[config.mk]
export PLATFORM = sky130hd
export DESIGN_NAME = mem_arbiter_flat
export DESIGN_NICKNAME = d
export VERILOG_FILES = /design/src/rtl/mem_arbiter_pkg.sv /design/src/rtl/mem_arbiter_if.sv /design/src/rtl/mem_arbiter_byte_lane_select.sv /design/src/rtl/mem_arbiter.sv /design/src/flat_wrapper.sv
export SDC_FILE = /design/constraint.sdc
export NUM_CORES = 1
export LEC_CHECK = 0
export BUFFER_PORTS_ARGS = -buffer_cell sky130_fd_sc_hd__buf_4
export CORE_MARGIN = 5
export CORE_UTILIZATION = 43
export DETAILED_ROUTE_END_ITERATION = 6
export GPL_TIMING_DRIVEN = 0
export HOLD_SLACK_MARGIN = 0.08
export PLACE_DENSITY = 0.95
export SLEW_MARGIN = 10
export SYNTH_ARGS = -nofsm -noshare
export SYNTH_HDL_FRONTEND = slang
export SYNTH_SLANG_ARGS = --single-unit
export TNS_END_PERCENT = 5
[constraint.sdc]
create_clock -name i_clk -period 2.9 [get_ports i_clk]
set_clock_uncertainty 0.1 [all_clocks]
set_input_delay 0.58 -clock i_clk [delete_from_list [all_inputs] [get_ports i_clk]]
set_output_delay 0.58 -clock i_clk [all_outputs]
set_load 0.01 [all_outputs]
[src/rtl/mem_arbiter_pkg.sv]
// Shared definitions for the instruction/data memory arbiter: FSM encoding,
// default parameter values and a byte-lane helper.
package mem_arbiter_pkg;

    typedef enum logic [1:0] {
        StIdle    = 2'd0,
        StGrantIf = 2'd1,
        StGrantDm = 2'd2
    } arb_state_e;

    localparam logic [31:0] DEF_DATA_BASE      = 32'h0000_1000;
    localparam int unsigned DEF_TIMEOUT_CYCLES = 16;

    function automatic logic [3:0] lane_onehot(input logic [1:0] lane);
        lane_onehot = 4'b0001 << lane;
    endfunction

endpackage

[src/rtl/mem_arbiter_if.sv]
// Bus bundle between the two CPU requesters, the arbiter and the memory.
// master is the arbiter's view; slave is the surrounding CPU/memory view.
interface mem_arbiter_if;

    logic        if_read;
    logic [31:0] if_address;
    logic [31:0] if_readdata;
    logic        if_busywait;

    logic        dm_read;
    logic        dm_write;
    logic [7:0]  dm_address;
    logic [7:0]  dm_writedata;
    logic [7:0]  dm_readdata;
    logic        dm_busywait;

    logic        mem_read;
    logic        mem_write;
    logic [31:0] mem_address;
    logic [31:0] mem_writedata;
    logic [3:0]  mem_byteen;
    logic [31:0] mem_readdata;
    logic        mem_ack;

    logic        err;

    modport master (
        input  if_read, if_address, dm_read, dm_write, dm_address, dm_writedata,
               mem_readdata, mem_ack,
        output if_readdata, if_busywait, dm_readdata, dm_busywait,
               mem_read, mem_write, mem_address, mem_writedata, mem_byteen, err
    );

    modport slave (
        output if_read, if_address, dm_read, dm_write, dm_address, dm_writedata,
               mem_readdata, mem_ack,
        input  if_readdata, if_busywait, dm_readdata, dm_busywait,
               mem_read, mem_write, mem_address, mem_writedata, mem_byteen, err
    );

endinterface

[src/rtl/mem_arbiter_byte_lane_select.sv]
// Byte-lane steering for the 8-bit data port on the 32-bit memory bus:
// lane enable, write-byte replication and read-byte extraction.
module byte_lane_select
    import mem_arbiter_pkg::*;
(
    input  logic [1:0]  i_lane,
    input  logic [7:0]  i_wbyte,
    input  logic [31:0] i_rword,
    output logic [3:0]  o_byteen,
    output logic [31:0] o_wword,
    output logic [7:0]  o_rbyte
);

    always_comb begin
        o_byteen = lane_onehot(i_lane);
        o_wword  = {4{i_wbyte}};
        o_rbyte  = 8'h00;
        unique case (i_lane)
            2'd0: o_rbyte = i_rword[7:0];
            2'd1: o_rbyte = i_rword[15:8];
            2'd2: o_rbyte = i_rword[23:16];
            2'd3: o_rbyte = i_rword[31:24];
        endcase
    end

endmodule

[src/rtl/mem_arbiter.sv]
// Round-robin arbiter sharing one memory port between instruction fetch and
// byte-wide data accesses, with a grant timeout that raises a sticky error.
module mem_arbiter
    import mem_arbiter_pkg::*;
#(
    parameter logic [31:0] DATA_BASE      = DEF_DATA_BASE,
    parameter int unsigned TIMEOUT_CYCLES = DEF_TIMEOUT_CYCLES
) (
    input  logic          i_clk,
    input  logic          i_rst_n,
    mem_arbiter_if.master io_bus
);

    localparam int unsigned CNT_W =
        ($clog2(TIMEOUT_CYCLES + 1) > 5) ? $clog2(TIMEOUT_CYCLES + 1) : 5;
    localparam logic [CNT_W-1:0] CNT_LAST = CNT_W'(TIMEOUT_CYCLES - 1);

    arb_state_e       r_state;
    arb_state_e       w_state_next;
    logic             r_prio_dm;
    logic [CNT_W-1:0] r_cnt;
    logic             r_if_done;
    logic             r_dm_done;
    logic             r_err;
    logic [31:0]      r_if_rdata;
    logic [7:0]       r_dm_rdata;

    logic        w_if_req;
    logic        w_dm_req;
    logic        w_if_elig;
    logic        w_dm_elig;
    logic        w_dm_is_write;
    logic        w_in_grant;
    logic        w_complete;
    logic        w_timeout;
    logic [31:0] w_dm_addr;
    logic [3:0]  w_lane_byteen;
    logic [31:0] w_lane_wword;
    logic [7:0]  w_lane_rbyte;

    assign w_if_req      = io_bus.if_read;
    assign w_dm_req      = io_bus.dm_read | io_bus.dm_write;
    // A requester is blind to arbitration during its done cycle.
    assign w_if_elig     = w_if_req & ~r_if_done;
    assign w_dm_elig     = w_dm_req & ~r_dm_done;
    assign w_dm_is_write = io_bus.dm_write;
    assign w_dm_addr     = DATA_BASE + {24'b0, io_bus.dm_address};

    assign w_in_grant = (r_state == StGrantIf) || (r_state == StGrantDm);
    assign w_timeout  = w_in_grant && !io_bus.mem_ack && (r_cnt == CNT_LAST);
    assign w_complete = w_in_grant && (io_bus.mem_ack || (r_cnt == CNT_LAST));

    assign io_bus.if_busywait = w_if_elig;
    assign io_bus.dm_busywait = w_dm_elig;
    assign io_bus.if_readdata = r_if_rdata;
    assign io_bus.dm_readdata = r_dm_rdata;
    assign io_bus.err         = r_err;

    byte_lane_select u_lane (
        .i_lane   (io_bus.dm_address[1:0]),
        .i_wbyte  (io_bus.dm_writedata),
        .i_rword  (io_bus.mem_readdata),
        .o_byteen (w_lane_byteen),
        .o_wword  (w_lane_wword),
        .o_rbyte  (w_lane_rbyte)
    );

    always_ff @(posedge i_clk) begin
        if (!i_rst_n) begin
            r_state <= StIdle;
        end else begin
            r_state <= w_state_next;
        end
    end

    always_comb begin
        w_state_next         = r_state;
        io_bus.mem_read      = 1'b0;
        io_bus.mem_write     = 1'b0;
        io_bus.mem_address   = 32'h0;
        io_bus.mem_writedata = 32'h0;
        io_bus.mem_byteen    = 4'h0;
        case (r_state)
            StIdle: begin
                if (w_if_elig && w_dm_elig) begin
                    w_state_next = r_prio_dm ? StGrantDm : StGrantIf;
                end else if (w_dm_elig) begin
                    w_state_next = StGrantDm;
                end else if (w_if_elig) begin
                    w_state_next = StGrantIf;
                end
            end
            StGrantIf: begin
                io_bus.mem_read    = 1'b1;
                io_bus.mem_address = io_bus.if_address;
                io_bus.mem_byteen  = 4'hF;
                if (w_complete) begin
                    w_state_next = w_dm_elig ? StGrantDm : StIdle;
                end
            end
            StGrantDm: begin
                io_bus.mem_write     = w_dm_is_write;
                io_bus.mem_read      = !w_dm_is_write;
                io_bus.mem_address   = w_dm_addr;
                io_bus.mem_writedata = w_lane_wword;
                io_bus.mem_byteen    = w_lane_byteen;
                if (w_complete) begin
                    w_state_next = w_if_elig ? StGrantIf : StIdle;
                end
            end
            default: w_state_next = StIdle;
        endcase
    end

    always_ff @(posedge i_clk) begin
        if (!i_rst_n) begin
            r_prio_dm  <= 1'b1;
            r_cnt      <= '0;
            r_if_done  <= 1'b0;
            r_dm_done  <= 1'b0;
            r_err      <= 1'b0;
            r_if_rdata <= 32'h0;
            r_dm_rdata <= 8'h0;
        end else begin
            r_if_done <= w_complete && (r_state == StGrantIf);
            r_dm_done <= w_complete && (r_state == StGrantDm);
            if (w_complete) begin
                r_cnt     <= '0;
                r_prio_dm <= (r_state == StGrantIf);
            end else if (w_in_grant) begin
                r_cnt <= r_cnt + 1'b1;
            end else begin
                r_cnt <= '0;
            end
            if (w_timeout) begin
                r_err <= 1'b1;
            end
            if (w_complete && (r_state == StGrantIf)) begin
                r_if_rdata <= w_timeout ? 32'h0 : io_bus.mem_readdata;
            end
            if (w_complete && (r_state == StGrantDm) && !w_dm_is_write) begin
                r_dm_rdata <= w_timeout ? 8'h0 : w_lane_rbyte;
            end
        end
    end

endmodule

[src/flat_wrapper.sv]
// flat-port wrapper written by rule: the top's interface ports become plain ports
module mem_arbiter_flat import mem_arbiter_pkg::*;
#(
    parameter logic [31:0] DATA_BASE      = DEF_DATA_BASE,
    parameter int unsigned TIMEOUT_CYCLES = DEF_TIMEOUT_CYCLES
)
  (i_clk, i_rst_n, io_bus_if_read, io_bus_if_address, io_bus_dm_read, io_bus_dm_write, io_bus_dm_address, io_bus_dm_writedata, io_bus_mem_readdata, io_bus_mem_ack, io_bus_if_readdata, io_bus_if_busywait, io_bus_dm_readdata, io_bus_dm_busywait, io_bus_mem_read, io_bus_mem_write, io_bus_mem_address, io_bus_mem_writedata, io_bus_mem_byteen, io_bus_err);
  mem_arbiter_if io_bus_i ();
  input  logic i_clk;
  input  logic i_rst_n;
  input wire logic [$bits(io_bus_i.if_read)-1:0] io_bus_if_read;
  input wire logic [$bits(io_bus_i.if_address)-1:0] io_bus_if_address;
  input wire logic [$bits(io_bus_i.dm_read)-1:0] io_bus_dm_read;
  input wire logic [$bits(io_bus_i.dm_write)-1:0] io_bus_dm_write;
  input wire logic [$bits(io_bus_i.dm_address)-1:0] io_bus_dm_address;
  input wire logic [$bits(io_bus_i.dm_writedata)-1:0] io_bus_dm_writedata;
  input wire logic [$bits(io_bus_i.mem_readdata)-1:0] io_bus_mem_readdata;
  input wire logic [$bits(io_bus_i.mem_ack)-1:0] io_bus_mem_ack;
  output wire logic [$bits(io_bus_i.if_readdata)-1:0] io_bus_if_readdata;
  output wire logic [$bits(io_bus_i.if_busywait)-1:0] io_bus_if_busywait;
  output wire logic [$bits(io_bus_i.dm_readdata)-1:0] io_bus_dm_readdata;
  output wire logic [$bits(io_bus_i.dm_busywait)-1:0] io_bus_dm_busywait;
  output wire logic [$bits(io_bus_i.mem_read)-1:0] io_bus_mem_read;
  output wire logic [$bits(io_bus_i.mem_write)-1:0] io_bus_mem_write;
  output wire logic [$bits(io_bus_i.mem_address)-1:0] io_bus_mem_address;
  output wire logic [$bits(io_bus_i.mem_writedata)-1:0] io_bus_mem_writedata;
  output wire logic [$bits(io_bus_i.mem_byteen)-1:0] io_bus_mem_byteen;
  output wire logic [$bits(io_bus_i.err)-1:0] io_bus_err;
  assign io_bus_i.if_read = io_bus_if_read;
  assign io_bus_i.if_address = io_bus_if_address;
  assign io_bus_i.dm_read = io_bus_dm_read;
  assign io_bus_i.dm_write = io_bus_dm_write;
  assign io_bus_i.dm_address = io_bus_dm_address;
  assign io_bus_i.dm_writedata = io_bus_dm_writedata;
  assign io_bus_i.mem_readdata = io_bus_mem_readdata;
  assign io_bus_i.mem_ack = io_bus_mem_ack;
  assign io_bus_if_readdata = io_bus_i.if_readdata;
  assign io_bus_if_busywait = io_bus_i.if_busywait;
  assign io_bus_dm_readdata = io_bus_i.dm_readdata;
  assign io_bus_dm_busywait = io_bus_i.dm_busywait;
  assign io_bus_mem_read = io_bus_i.mem_read;
  assign io_bus_mem_write = io_bus_i.mem_write;
  assign io_bus_mem_address = io_bus_i.mem_address;
  assign io_bus_mem_writedata = io_bus_i.mem_writedata;
  assign io_bus_mem_byteen = io_bus_i.mem_byteen;
  assign io_bus_err = io_bus_i.err;
  mem_arbiter #(.DATA_BASE(DATA_BASE), .TIMEOUT_CYCLES(TIMEOUT_CYCLES)) u_core (.i_clk(i_clk), .i_rst_n(i_rst_n), .io_bus(io_bus_i));
endmodule
==> reports/metrics.yaml <==
vdd_drop_max_v: 0.000395
ys_seq_area_share_pct: 39.2
worst_ep_required_time_ps: 2220
start_kind: "flop"
finalSetupTns_ps: 0
drcViolationCount: 0
cts-root-buf: "clkbuf_8"
hold_class: "flop to flop"
cts_hold_buf: 0
grt_max_degree: 17
finalCritPeriodShare_pct: 93.2
p_seq_share_pct: 30.7
netSwitchingPower_mw: 0.867
num_vias: 2789
core_area_um2: 5920
maxCapViolCount: 0
criticalPathCategory: "flop to output port"
yosysTopAreaCell: "dfxtp_1"
numCtsBuffers: 5
cts.clk_slew.worst_paths_ps: 90
num_rows: 28
cp_slowest_stage_delay_ps: 560
area_growth_syn_to_layout_pct: 65.2
slew_headroom_pct: 61.9
combPwrFrac_pct: 48.6
dieArea_um2: 7710
synth_ff_type: "dfxtp_1"
tightestPinTransition_ps: 572
grt_setup_unrepaired: "false"
num_antenna_cells: 0
synth_area_um2: 2600
ys_types: 39
hpwl_um: 7700
fp.dieW_um: 87.8
htreeDepth: 2
async_flop_share_pct: 0
clock_path_buffers: 2
drt_wl_total_um: 9480
drt_iter0_markers: 138
firstDrtPassIters: 4
slew_viol_final: 0
outcome: "finished, final reports clean"
power.internal_mw: 1.67
final.min_clock_period_ps: 2700
finalNetCount: 572
worst_ep_arrival_time_ps: 2020
post-cts-setup-buffer-count: 0
portBuffers: 198
fmax_ghz: 0.370
die_height_um: 87.8
setup.worst_path.end_class: "output port"
crit_slowest_cell: "ha_1"
overflow: 0
syn_nets: 368
cts_tree: "yes"
synth_top_area_share_pct: 39.2
hold_viol: 0
track_usage_pct: 23.1
setup_viol: 0
ys_warn_count: 0
cts_resized: 0
grt_pass1_vias: 2823
clkPwrFrac_pct: 20.7
layout-drive-gt1-share_pct: 52.2
path_buf_inv: 3
worstPathMaxFanout: 14
antenna_found_initial: 0
syn_area_per_cell_um2: 9.44
gp_congestion: 0.805
path_cells: "inv_1 > ha_1 > clkbuf_1 > nor2b_1 > buf_4"
ios: 199
synth_area_leaders: "dfxtp_1, a22o_1, and2_1"
switching_share_pct: 34.2
path_delay_family: "adder cells"
synth_edf_count: 0
clkSinkCount: 51
initial_core_util_pct: 44.0
grt_pass1_wl_um: 13800
fin_cells: 556
wire_per_inst_um: 17.1
netlist_instances: 276
power.density_nw_per_um2: 588
ant_nets: 0
clk-insertion-delay-late_ps: 300
dpl.cell_count: 549
viasPerCell: 5.02
ys_ff_latch: 51
p_leak_nw: 2.16
-- power by group through the flow --
stage | clock network (mW) | registers, mW | logic (mW)
finish | 0.524 | 0.778 | 1.23
floorplan | 0 | 0.798 | 0.664
global placement | 0 | 0.789 | 1.20
CTS | 0.530 | 0.778 | 1.24
detailed placement | 0 | 0.793 | 1.24
global route | 0.555 | 0.784 | 1.33
-- registers in the layout, indices dropped and copies added, names as in the netlist --
signal / count
u_core.io_bus.if_readdata: 32
u_core.io_bus.dm_readdata: 8
u_core.r_cnt: 5
u_core.r_state: 2
u_core.io_bus.err: 1
u_core.r_dm_done: 1
u_core.r_if_done: 1
u_core.r_prio_dm: 1
-- worst register-to-register path, delay by kind of cell (launching register included) --
family	cells	cell delay (ps)
buffers and inverters	2	280
adders and majority gates	2	470
DFF	1	340
AOI/OAI and AO/OA	2	440
and+or+nand+nor	3	430
-- per-stage QoR --
stage	total power, mW	hold WS (ps)	worst slack [ps]	utilization (%)	instance area [um^2]
2_1_floorplan	1.46	315	708	-	2610
3_3_place_gp	1.99	329	403	70.7	4190
3_5_place_dp	2.03	338	387	70.7	4190
4_1_cts	2.55	364	36.7	72.7	4310
5_1_grt	2.67	381	35.1	72.7	4300
6_report	2.53	365	197	72.7	4300
-- final timing paths --
check | startpoint | endpoint | slack, ps | cells past startpoint
min reg2reg | u_core.io_bus.if_readdata[31] | u_core.io_bus.if_readdata[31] | 370 | 2
max reg2reg | u_core.r_cnt[0] | u_core.io_bus.if_readdata[22] | 740 | 9
min | u_core.io_bus.if_readdata[31] | u_core.io_bus.if_readdata[31] | 370 | 2
max | u_core.r_state[0] | io_bus_mem_address[3] | 200 | 5
-- layout make-up --
cell class	instances	area (um^2)
plain buffers	40	265
clock buffers	6	82.6
clock inverters	2	38.8
fillers	457	1620
inverters	16	60.1
multi-input cells	168	1250
flip-flops and latches	51	1020
well taps	75	93.8
repair buffers	198	1490
-- cells in the final DEF, fill, tap and decap left out, drive strengths merged, types with 2 or more instances in the layout --
cell type and count:
nand2b 2, a22o 29, nor2 10, o21ai 9
nor2b 10, dfxtp 51, nand3 4, nand2 19
ha 6, inv 17, and2 34, a22oi 7
o21a 3, buf 230, clkbuf 14, a21oi 7
nand4 4, a21boi 2, mux4 8
-- cells in the mapped netlist, types with 2 or more instances --
library cell and count:
a22oi_1 7, a22o_1 29, nand2b_1 2, o21a_1 3
and2_1 33, nor2b_1 10, ha_1 6, buf_4 25
buf_2 4, mux4_2 8, clkbuf_1 8, buf_6 2
dfxtp_1 51, nand4_1 4, a21oi_1 7, a21boi_0 2
o21ai_0 9, nor2_1 9, nand3_1 4, nand2_1 19
inv_1 16
-- layer usage --
layer	global-route usage [%]	up-vias	part of all wire [%]
li1	-	1337	-
met1	25.0	1286	36
met3	5.17	25	9.1
met5	0	-	0
met4	9.07	0	2.8
met2	43.2	141	52
-- cell families after synthesis --
kind of cell | count (synthesis) | share of synthesized area [%]
XOR/XNOR | 2 | 0.673
AND/OR/NAND/NOR | 88 | 18.4
adder cells (fa/ha/maj) | 6 | 2.88
flip-flops | 51 | 39.2
multiplexers | 8 | 6.92
AO/OA/AOI/OAI | 64 | 19.3
buffers and inverters | 57 | 12.6
No activity file was read; power rests on OpenSTA's default activity.
